--- src/rtl/fila.sv ---
`default_nettype none
// ============================================================================
// Module   : fila
// Purpose  : 8 x 8-bit synchronous FIFO with registered output word and
//            registered occupancy count.
// Revision : 1.0 - initial release
// ============================================================================
module fila #(
    parameter int DATA_W = 8,
    parameter int DEPTH  = 8,
    parameter int LEN_W  = 8
) (
    input  logic              clk_10KHz,
    input  logic              reset,
    input  logic [DATA_W-1:0] data_in,
    input  logic              enqueue_in,
    input  logic              dequeue_in,
    output logic [DATA_W-1:0] data_out,
    output logic [LEN_W-1:0]  len_out
);

    localparam int               c_PTR_W = (DEPTH > 1) ? $clog2(DEPTH) : 1;
    localparam logic [LEN_W-1:0] c_FULL  = LEN_W'(DEPTH);
    localparam logic [LEN_W-1:0] c_ONE   = LEN_W'(1);
    localparam logic [c_PTR_W-1:0] c_PTR_ONE = c_PTR_W'(1);

    logic [DATA_W-1:0]  r_mem [DEPTH];
    logic [c_PTR_W-1:0] r_head;
    logic [c_PTR_W-1:0] r_tail;
    logic [LEN_W-1:0]   r_len;
    logic [DATA_W-1:0]  r_data_out;

    logic w_empty;
    logic w_full;
    logic w_do_pop;
    logic w_do_push;

    assign w_empty   = (r_len == '0);
    assign w_full    = (r_len == c_FULL);
    assign w_do_pop  = dequeue_in && !w_empty;
    // A full queue still accepts a push when the same edge frees a slot.
    assign w_do_push = enqueue_in && (!w_full || w_do_pop);

    always_ff @(posedge clk_10KHz) begin
        if (w_do_push) begin
            r_mem[r_tail] <= data_in;
        end
    end

    always_ff @(posedge clk_10KHz or negedge reset) begin
        if (!reset) begin
            r_head     <= '0;
            r_tail     <= '0;
            r_len      <= '0;
            r_data_out <= '0;
        end else begin
            if (w_do_pop) begin
                r_data_out <= r_mem[r_head];
                r_head     <= r_head + c_PTR_ONE;
            end
            if (w_do_push) begin
                r_tail <= r_tail + c_PTR_ONE;
            end
            case ({w_do_push, w_do_pop})
                2'b10:   r_len <= r_len + c_ONE;
                2'b01:   r_len <= r_len - c_ONE;
                default: r_len <= r_len;
            endcase
        end
    end

    assign data_out = r_data_out;
    assign len_out  = r_len;

endmodule
`default_nettype wire

--- config.mk ---
export PLATFORM = sky130hd
export DESIGN_NAME = fila
export DESIGN_NICKNAME = d
export VERILOG_FILES = /design/src/rtl/fila.sv
export SDC_FILE = /design/constraint.sdc
export NUM_CORES = 1
export LEC_CHECK = 0
export CAP_MARGIN = 20
export CORE_ASPECT_RATIO = 0.7
export CORE_MARGIN = 4
export CORE_UTILIZATION = 59
export CTS_CLUSTER_SIZE = 16
export DETAILED_ROUTE_END_ITERATION = 8
export DONT_BUFFER_PORTS = 1
export GPL_TIMING_DRIVEN = 0
export HOLD_SLACK_MARGIN = 0.02
export PLACE_DENSITY = 0.72
export SLEW_MARGIN = 20
export SYNTH_ARGS = -nofsm -noshare
export SYNTH_HDL_FRONTEND = slang
export SYNTH_SLANG_ARGS = --single-unit
--- constraint.sdc ---
create_clock -name clk_10KHz -period 4.5 [get_ports clk_10KHz]
set_clock_uncertainty 0.2 [all_clocks]
set_input_delay 0.675 -clock clk_10KHz [delete_from_list [all_inputs] [get_ports clk_10KHz]]
set_output_delay 0.675 -clock clk_10KHz [all_outputs]
set_load 0.03 [all_outputs]
* Word level (Yosys, flattened, before mapping) *
Memories as Yosys holds them, arrays and structs flattened. A register that Yosys moved wholly into a read port is not among the register bits.
Index checks and enable logic that the tools add are counted.

operators by class
  add/sub/neg operators = 4
  muxes and demuxes = 3
  reductions and logical operators = 8
  equal/unequal tests = 3

operator list
  cell                                                                    number
  8-bit case mux with 2 select lines                                      1
  8-bit by 1-bit adder with 8-bit output (second input constant)          1
  8-bit by 4-bit equality test with 1-bit output (second input constant)  1
  8-bit zero test                                                         1
  8-bit by 1-bit subtractor with 8-bit output (second input constant)     1
  3-bit by 1-bit adder with 3-bit output (second input constant)          2
  1-bit zero test                                                         3
  2-bit by 1-bit equality test with 1-bit output (second input constant)  1
  2-bit equality test (second input constant)                             1
  1-bit logical AND                                                       2
  1-bit two-way mux                                                       2
  2-bit nonzero test                                                      1
  1-bit logical OR                                                        1

word-level totals
  logic and storage cells = 22
  bits of input ports = 12
  register bits after elaboration = 14
  memories kept = 1
  bits in writable memories = 64
  output and inout bits = 16

memories
  name   words  bits a word  read ports  clocked after Yosys merged registers in  write ports  line  source
  r_mem  8      8            1           1                                        1            27    logic [DATA_W-1:0] r_mem [DEPTH];

* Logic depth before layout (Yosys ltp) *
Gate-level depths: netlist of run 1.

  word-level depth = 7
  mapped depth = 10
  gate-level depth less buffers = 10

* Worst setup path before layout of run 1 *
No wires, ideal clock.

  path type = reg2reg
  from = register r_len[4], in the netlist len_out[4]
  to = register r_len[5], in the netlist len_out[5]
  buffers on the path = 0
  slack = 1.383 ns
  setup time = 0.125 ns
  stages on the path, launching flop included = 11
  clock period less this slack = 3.117 ns
  data required time = 4.175 ns
  data arrival time = 2.792 ns
  path through = dfrtp_1 -> or4_4 -> o31ai_2 -> or2_2 -> inv_1 -> ha_1 -> a21o_1 -> a21oi_1 -> o21ai_0 -> xor2_1 -> mux2_4

on the way
  longest elaborated chain between the ends = 7
  elaborated cells on any way between the ends = 13
  classes of those cells = add/sub: 2; eq/ne: 3; mux: 1; reduce/logical: 7

RTL lines
  what                                                                                          line  source
  start: declaration                                                                            30    logic [LEN_W-1:0] r_len;
  start signal: assignment                                                                      65    2'b10: r_len <= r_len + c_ONE;
  start signal: assignment                                                                      66    2'b01: r_len <= r_len - c_ONE;
  start signal: assignment                                                                      67    default: r_len <= r_len;
  8-bit zero test                                                                               38    assign w_empty = (r_len == '0);
  1-bit zero test                                                                               40    assign w_do_pop = dequeue_in && !w_empty;
  1-bit logical AND                                                                             40
  1-bit logical OR                                                                              42    assign w_do_push = enqueue_in && (!w_full || w_do_pop);
  1-bit logical AND                                                                             42
  2-bit by 1-bit equality test with 1-bit output / 2-bit equality test (equally long branches)  64    case ({w_do_push, w_do_pop})
  8-bit case mux with 2 select lines / 2-bit nonzero test (equally long branches)               n/a

Several ways; a longest one is shown, not always the timed one.
A chain may end at the register's enable or synchronous reset.

* Worst setup path after layout of run 1 *
Ends and elaborated chain as after synthesis.

==> flow_summary.json, run 1 <==
{
  "status": "finished clean",
  "layout_min_cycle_time_ns": 3.49,
  "ctsHoldBuffers": 1,
  "power.net_switching_mw": 0.938,
  "synth_seq_area_share_pct": 68.6,
  "place_inst": 283,
  "tns_ns": 0,
  "clk_pin_slew_worst_paths_ns": 0.09,
  "power.total_mw": 2.63,
  "ys_warn_count": 0,
  "required_ns": 4.53,
  "routedWlPerCell_um": 21.3,
  "grt_first_pass_wirelength_mm": 10.0,
  "cts_buffers": 9,
  "start_kind": "flip-flop",
  "coreArea_sq_um": 5810,
  "cts_tree": "done",
  "fp.dieArea_sq_um": 7440,
  "fp-row-count": 23,
  "synth_fp_nets": 228,
  "syn_to_final_growth_pct": 8.68,
  "max_freq_ghz": 0.287,
  "hold_viol": 0,
  "grt_pass1_vias": 1902,
  "finalSetupViolCount": 0,
  "cts-resized-gates": 0,
  "finalHoldWorstSlack_ns": 0.0967,
  "htree_levels": 3,
  "cellPowerDensity_nw_per_um2": 671,
  "drtIter0Drc": 190,
  "netlist_area_sq_um": 3600,
  "grt_start_max_net_pins": 23,
  "antenna_cells": 0,
  "io_buffer_count": 0,
  "clk_latency_ns": 0.34,
  "cts_max_path_buffers": 2,
  "maxCapViolations": 0,
  "p_int_mw": 1.69,
  "place_hpwl_mm": 4.38,
  "final_cell_mix": "edfxtp_1, dfrtp_1, mux4_2",
  "start_util_pct": 62.0,
  "clockPowerShare_pct": 19.8,
  "antenna_found_initial": 0,
  "slew_headroom_pct": 34.8,
  "final_common_cell": "edfxtp_1",
  "avgSynthCellArea_sq_um": 17.4,
  "drt-total-wl_mm": 6.40,
  "vias": 1807,
  "drc": 0,
  "grtUsageTotal_pct": 19.1,
  "vdd_drop_max_uv": 317,
  "pin_count": 28,
  "synth-seq-cells": 86,
  "first_pass_iters": 4,
  "leakage_nw": 1.42,
  "timing.final.crit_share_pct": 77.5,
  "slew_violations": 0,
  "finalNetCount": 241,
  "layout.cells.non_filler": 300,
  "pwr-share-comb_pct": 29.7,
  "worstPathMaxFanout": 7,
  "switching_share_pct": 35.7,
  "synth_cell_types": 34,
  "rsz0062_at_grt": "false",
  "vias_per_cell": 6.02,
  "seq_power_share_pct": 50.5,
  "worst_pin_slew_ns": 0.974,
  "grt_overflow": 0,
  "ant_nets": 0,
  "postCtsSetupRepairBufs": 0,
  "cp-end-kind": "flip-flop",
  "min_path_type": "in -> async",
  "layout-drive-gt1-share_pct": 21.8,
  "cts_sinks": 86,
  "root_buffer": "clkbuf_8",
  "rrSetupSlack_ns": 1.01,
  "dieWidth_um": 101,
  "cp.arrival_ns": 3.51,
  "die_h_um": 73.4,
  "globalplace.congestion": 0.751,
  "synth_cells": 207,
  "critPathKind": "reg -> reg"
}
-- final cells by class --
class                   count  area [sq um]
multi-input cells         109          1090
well taps                  75          93.8
plain buffers               7          33.8
inverters                   5          18.8
flip-flops and latches     86          2470
clock inverters             7          72.6
clock buffers               9           124
repair buffers              2          12.5
fillers                   375          1900
-- synth_stat cells (all sizes together) --
cell    number  share of area [%]
a21o         1               0.21
a21oi        6               0.83
buf          5               0.73
clkbuf       2               0.21
dfrtp       22                 15
edfxtp      64                 53
fa           1               0.56
ha           8                2.8
inv          5               0.52
mux2         8                3.1
mux2i        9                2.5
mux4        16                 10
nand2       15                1.8
nand2b       3               0.52
nor2         7               0.73
nor3         4               0.56
nor4         1               0.17
o211ai       1               0.21
o21a         1               0.21
o21ai       10                1.4
o21bai       1               0.21
o31ai        2               0.56
o41a         1               0.31
or2          1               0.17
or3          1               0.17
or4          1               0.31
xnor2        4               0.97
xor2         7                1.7
-- critical path: stages, from the launching register on --
cell and delay [ns]:
dfrtp_1 0.53, or4_4 0.62, o31ai_2 0.26, or2_2 0.20
inv_1 0.16, ha_1 0.31, a21o_1 0.17, a21oi_1 0.31
o21ai_0 0.17, xor2_1 0.17, mux2_4 0.26
-- stage by stage --
step / cell area (sq um) / setup WS, ns / utilization (%)
2_1_floorplan: 3600 / 1.38 / -
3_3_place_gp: 3700 / 1.13 / 63.6
3_5_place_dp: 3720 / 1.05 / 63.9
4_1_cts: 3920 / 1.03 / 67.5
5_1_grt: 3920 / 0.829 / 67.4
6_report: 3920 / 1.01 / 67.4
-- sequential cells by signal, indices dropped and copies added (netlist names) --
register	cells
r_tail	3
data_out	8
len_out	8
r_head	3
r_mem	64
-- logic make-up (layout without fill, tap and decap cells) --
family,count (synthesis),after routing,share of synthesized area [%]
AOI/OAI and AO/OA,23,23,3.92
DFF,86,86,68.6
muxes,33,33,15.6
and+or+nand+nor,33,33,4.41
adders and majority gates,9,9,3.33
xor gates and xnor gates,11,11,2.67
buffers and inverters,12,30,1.46
-- final timing paths --
path | start | endpoint | cells past startpoint
setup reg to reg | len_out[4] | len_out[5] | 10
setup / recovery | len_out[4] | len_out[5] | 10
hold reg to reg | r_tail[2] | r_tail[2] | 1
min in group clk_10KHz | data_in[7] | r_mem[7][7] | 0
max in group asynchronous | reset | len_out[4] | 1
hold / removal | reset | data_out[4] | 1
-- metal layers --
metal	vias up	global-route usage [%]	wire length (um)
li1	822	-	-
met1	929	25.9	2810
met2	53	29.9	3160
met3	3	5.50	395
met4	0	7.08	31
met5	-	0	0
-- power groups by stage --
stage	clock network, mW	registers, mW	logic, mW
2_1_floorplan	0	1.30	0.625
3_3_place_gp	0	1.33	0.743
3_5_place_dp	0	1.35	0.785
4_1_cts	0.528	1.33	0.792
5_1_grt	0.563	1.35	0.855
6_report	0.519	1.33	0.781
(Power assumes the default switching activity.)
==> run 2, diff against run 1 <==
--- a/config.mk
+++ b/config.mk
@@ -8,13 +8,13 @@
 export CAP_MARGIN = 20
 export CORE_ASPECT_RATIO = 0.7
 export CORE_MARGIN = 4
-export CORE_UTILIZATION = 59
+export CORE_UTILIZATION = 56
 export CTS_CLUSTER_SIZE = 16
 export DETAILED_ROUTE_END_ITERATION = 8
 export DONT_BUFFER_PORTS = 1
 export GPL_TIMING_DRIVEN = 0
 export HOLD_SLACK_MARGIN = 0.02
-export PLACE_DENSITY = 0.72
+export PLACE_DENSITY = 0.71
 export SLEW_MARGIN = 20
 export SYNTH_ARGS = -nofsm -noshare
 export SYNTH_HDL_FRONTEND = slang
==> constraint.sdc (replaced) <==
create_clock -name clk_10KHz -period 2.9 [get_ports clk_10KHz]
set_clock_uncertainty 0.2 [all_clocks]
set_input_delay 0.435 -clock clk_10KHz [delete_from_list [all_inputs] [get_ports clk_10KHz]]
set_output_delay 0.435 -clock clk_10KHz [all_outputs]
set_load 0.03 [all_outputs]
==> run 2 against run 1 <==
  * The run now ends with negative setup slack left
  * Sequential share of layout area shrank 4.2 points
  * First-iteration DRC count shrank 51%
  * Critical path depth is the same
  * Count of clock-buffer cells in the layout grew 2
  * Utilization is essentially flat
  * Non-clock buffer count grew 16
  * Via count grew 4.0%
  * Register-to-register slack lost 1.2 ns
  * Largest power group unchanged
==> flow_summary.json, run 2 (same netlist as run 1, synthesis figures left out) <==
{
  "drc": 0,
  "fp.dieArea_sq_um": 7810,
  "ant_nets": 0,
  "clk_latency_ns": 0.34,
  "final.setup.worst_slack_ns": -0.186,
  "io_buffer_count": 0,
  "power.total_mw": 4.46,
  "globalplace.congestion": 0.728,
  "maxCapViolations": 0,
  "path_delay_family": "simple AND/OR/NAND/NOR gates",
  "antenna_cells": 0,
  "regToRegEndpoint": "len_out[5]",
  "final_common_cell": "edfxtp_1",
  "layout-drive-gt1-share_pct": 29.9,
  "place_ws_ns": -0.238,
  "drt-total-wl_mm": 6.98,
  "cp-end-kind": "flip-flop",
  "htree_levels": 3,
  "syn_to_final_growth_pct": 16.8,
  "timing.final.crit_share_pct": 106,
  "vias": 1880,
  "max_flop_register": "r_mem",
  "cts_tree": "done",
  "dr_wl_met2_mm": 3.61,
  "layout.cells.non_filler": 319,
  "finalSetupViolCount": 5,
  "final_cell_mix": "edfxtp_1, dfrtp_1, mux4_2",
  "min_path_type": "in -> reg",
  "cp.arrival_ns": 3.11,
  "nFillCells": 411,
  "drtIter0Drc": 93,
  "required_ns": 2.92,
  "cp_num_buf_inv": 1,
  "place_hpwl_mm": 4.60,
  "worst_path_largest_cell_delay_ns": 0.60,
  "route.met3.wl_um": 516,
  "crit_path_cell_trace": "or4_4, o31ai_4, or2_4, inv_6, ha_1, a21o_1, a21oi_4, o21ai_2, xor2_1, mux2_4",
  "violations": "negative setup slack",
  "cts_max_path_buffers": 2,
  "critPathKind": "reg -> reg",
  "fp-row-count": 24,
  "reg2regPathDepth": 10,
  "die_h_um": 75.1,
  "final-seq-area_sq_um": 2480,
  "wl_met1_mm": 2.78,
  "status": "finished, violations left",
  "slew_violations": 0,
  "coreArea_sq_um": 6250,
  "pin_count": 28,
  "first_pass_iters": 4,
  "grt_overflow": 0,
  "grt_start_max_net_pins": 23,
  "routedWlPerCell_um": 21.9,
  "hold_viol": 0,
  "setup.worst_path.end": "len_out[5]",
  "r2r-start": "len_out[7]",
  "largest_reg_flops": 64,
  "antenna_found_initial": 0,
  "grt_pass1_vias": 2025,
  "vdd_drop_max_uv": 478,
  "grt_first_pass_wirelength_mm": 11.1,
  "tns_ns": -0.657,
  "worstPathMaxFanout": 6,
  "start_util_pct": 57.7,
  "multi_input_area_sq_um": 1190,
  "clk_pin_slew_worst_paths_ns": 0.08,
  "grtUsageTotal_pct": 19.4,
  "cp.depth": 10,
  "cts_buffers": 9,
  "min_from": "enqueue_in",
  "finalNetCount": 257,
  "max_freq_ghz": 0.324,
  "rsz0062_at_grt": "true",
  "leakage_nw": 1.51,
  "root_buffer": "clkbuf_8",
  "slew_headroom_pct": 36.8,
  "start_kind": "flip-flop",
  "layout_min_cycle_time_ns": 3.09,
  "crit_path_start": "len_out[7]",
  "vias_per_cell": 5.89,
  "cellPowerDensity_nw_per_um2": 1060,
  "rrSetupSlack_ns": -0.19,
  "cts_sinks": 86,
  "place_inst": 286,
  "highest_layer": "met4",
  "dieWidth_um": 104,
  "worst_pin_slew_ns": 0.945,
  "cp_slowest_cell": "or4_4"
}
[run 2: cell type report]
cell class	count	area share [%]
Tap cell	78	2.32
Inverter	5	0.565
Buffer	7	0.802
Clock buffer	11	3.12
Sequential cell	86	58.9
Timing Repair Buffer	18	3.77
Clock inverter	5	2.35
Multi-Input combinational cell	109	28.2
[run 2: layer usage]
layer | GRT usage [%] | vias up
li1 | - | 854
met2 | 33.2 | 66
met5 | 0 | -
met1 | 25.2 | 950
met4 | 6.19 | 0
met3 | 4.71 | 10
[run 2: report_power, final]
| part | internal, mW | total [mW] | switching [mW] |
|---|---|---|---|
| Clock | 0.569 | 0.953 | 0.384 |
| Sequential | 1.63 | 2.08 | 0.454 |
| Combinational | 0.708 | 1.42 | 0.717 |
| Total | 2.90 | 4.46 | 1.56 |
[run 2: metrics by stage]
step                instance area, sq um  hold WS, ns  utilization [%]
finish                              4210        0.265             67.4
global route                        4210        0.285             67.4
CTS                                 4130        0.255             66.1
detailed placement                  3730      -0.0596             59.8
global placement                    3720      -0.0598             59.5
floorplan                           3620      -0.0606                -
[run 2: what timing repair did]
item / CTS / global route
hold endpoints to repair: 86 / 22
gates resized for setup: 9 / 11
setup endpoints to repair: 5 / 5
hold buffers: 9 / 1
buffers inserted: 5 / 2
pin swaps: 9 / 9
[run 2: worst min-delay path by stage]
stage,to,slack [ns],cells past startpoint
6_report,r_tail[0],0.26,2
5_1_grt,r_tail[0],0.29,2
4_1_cts,r_tail[0],0.26,2
3_5_place_dp,len_out[6],-0.06,0
3_3_place_gp,len_out[6],-0.06,0
2_1_floorplan,data_out[0],-0.06,0
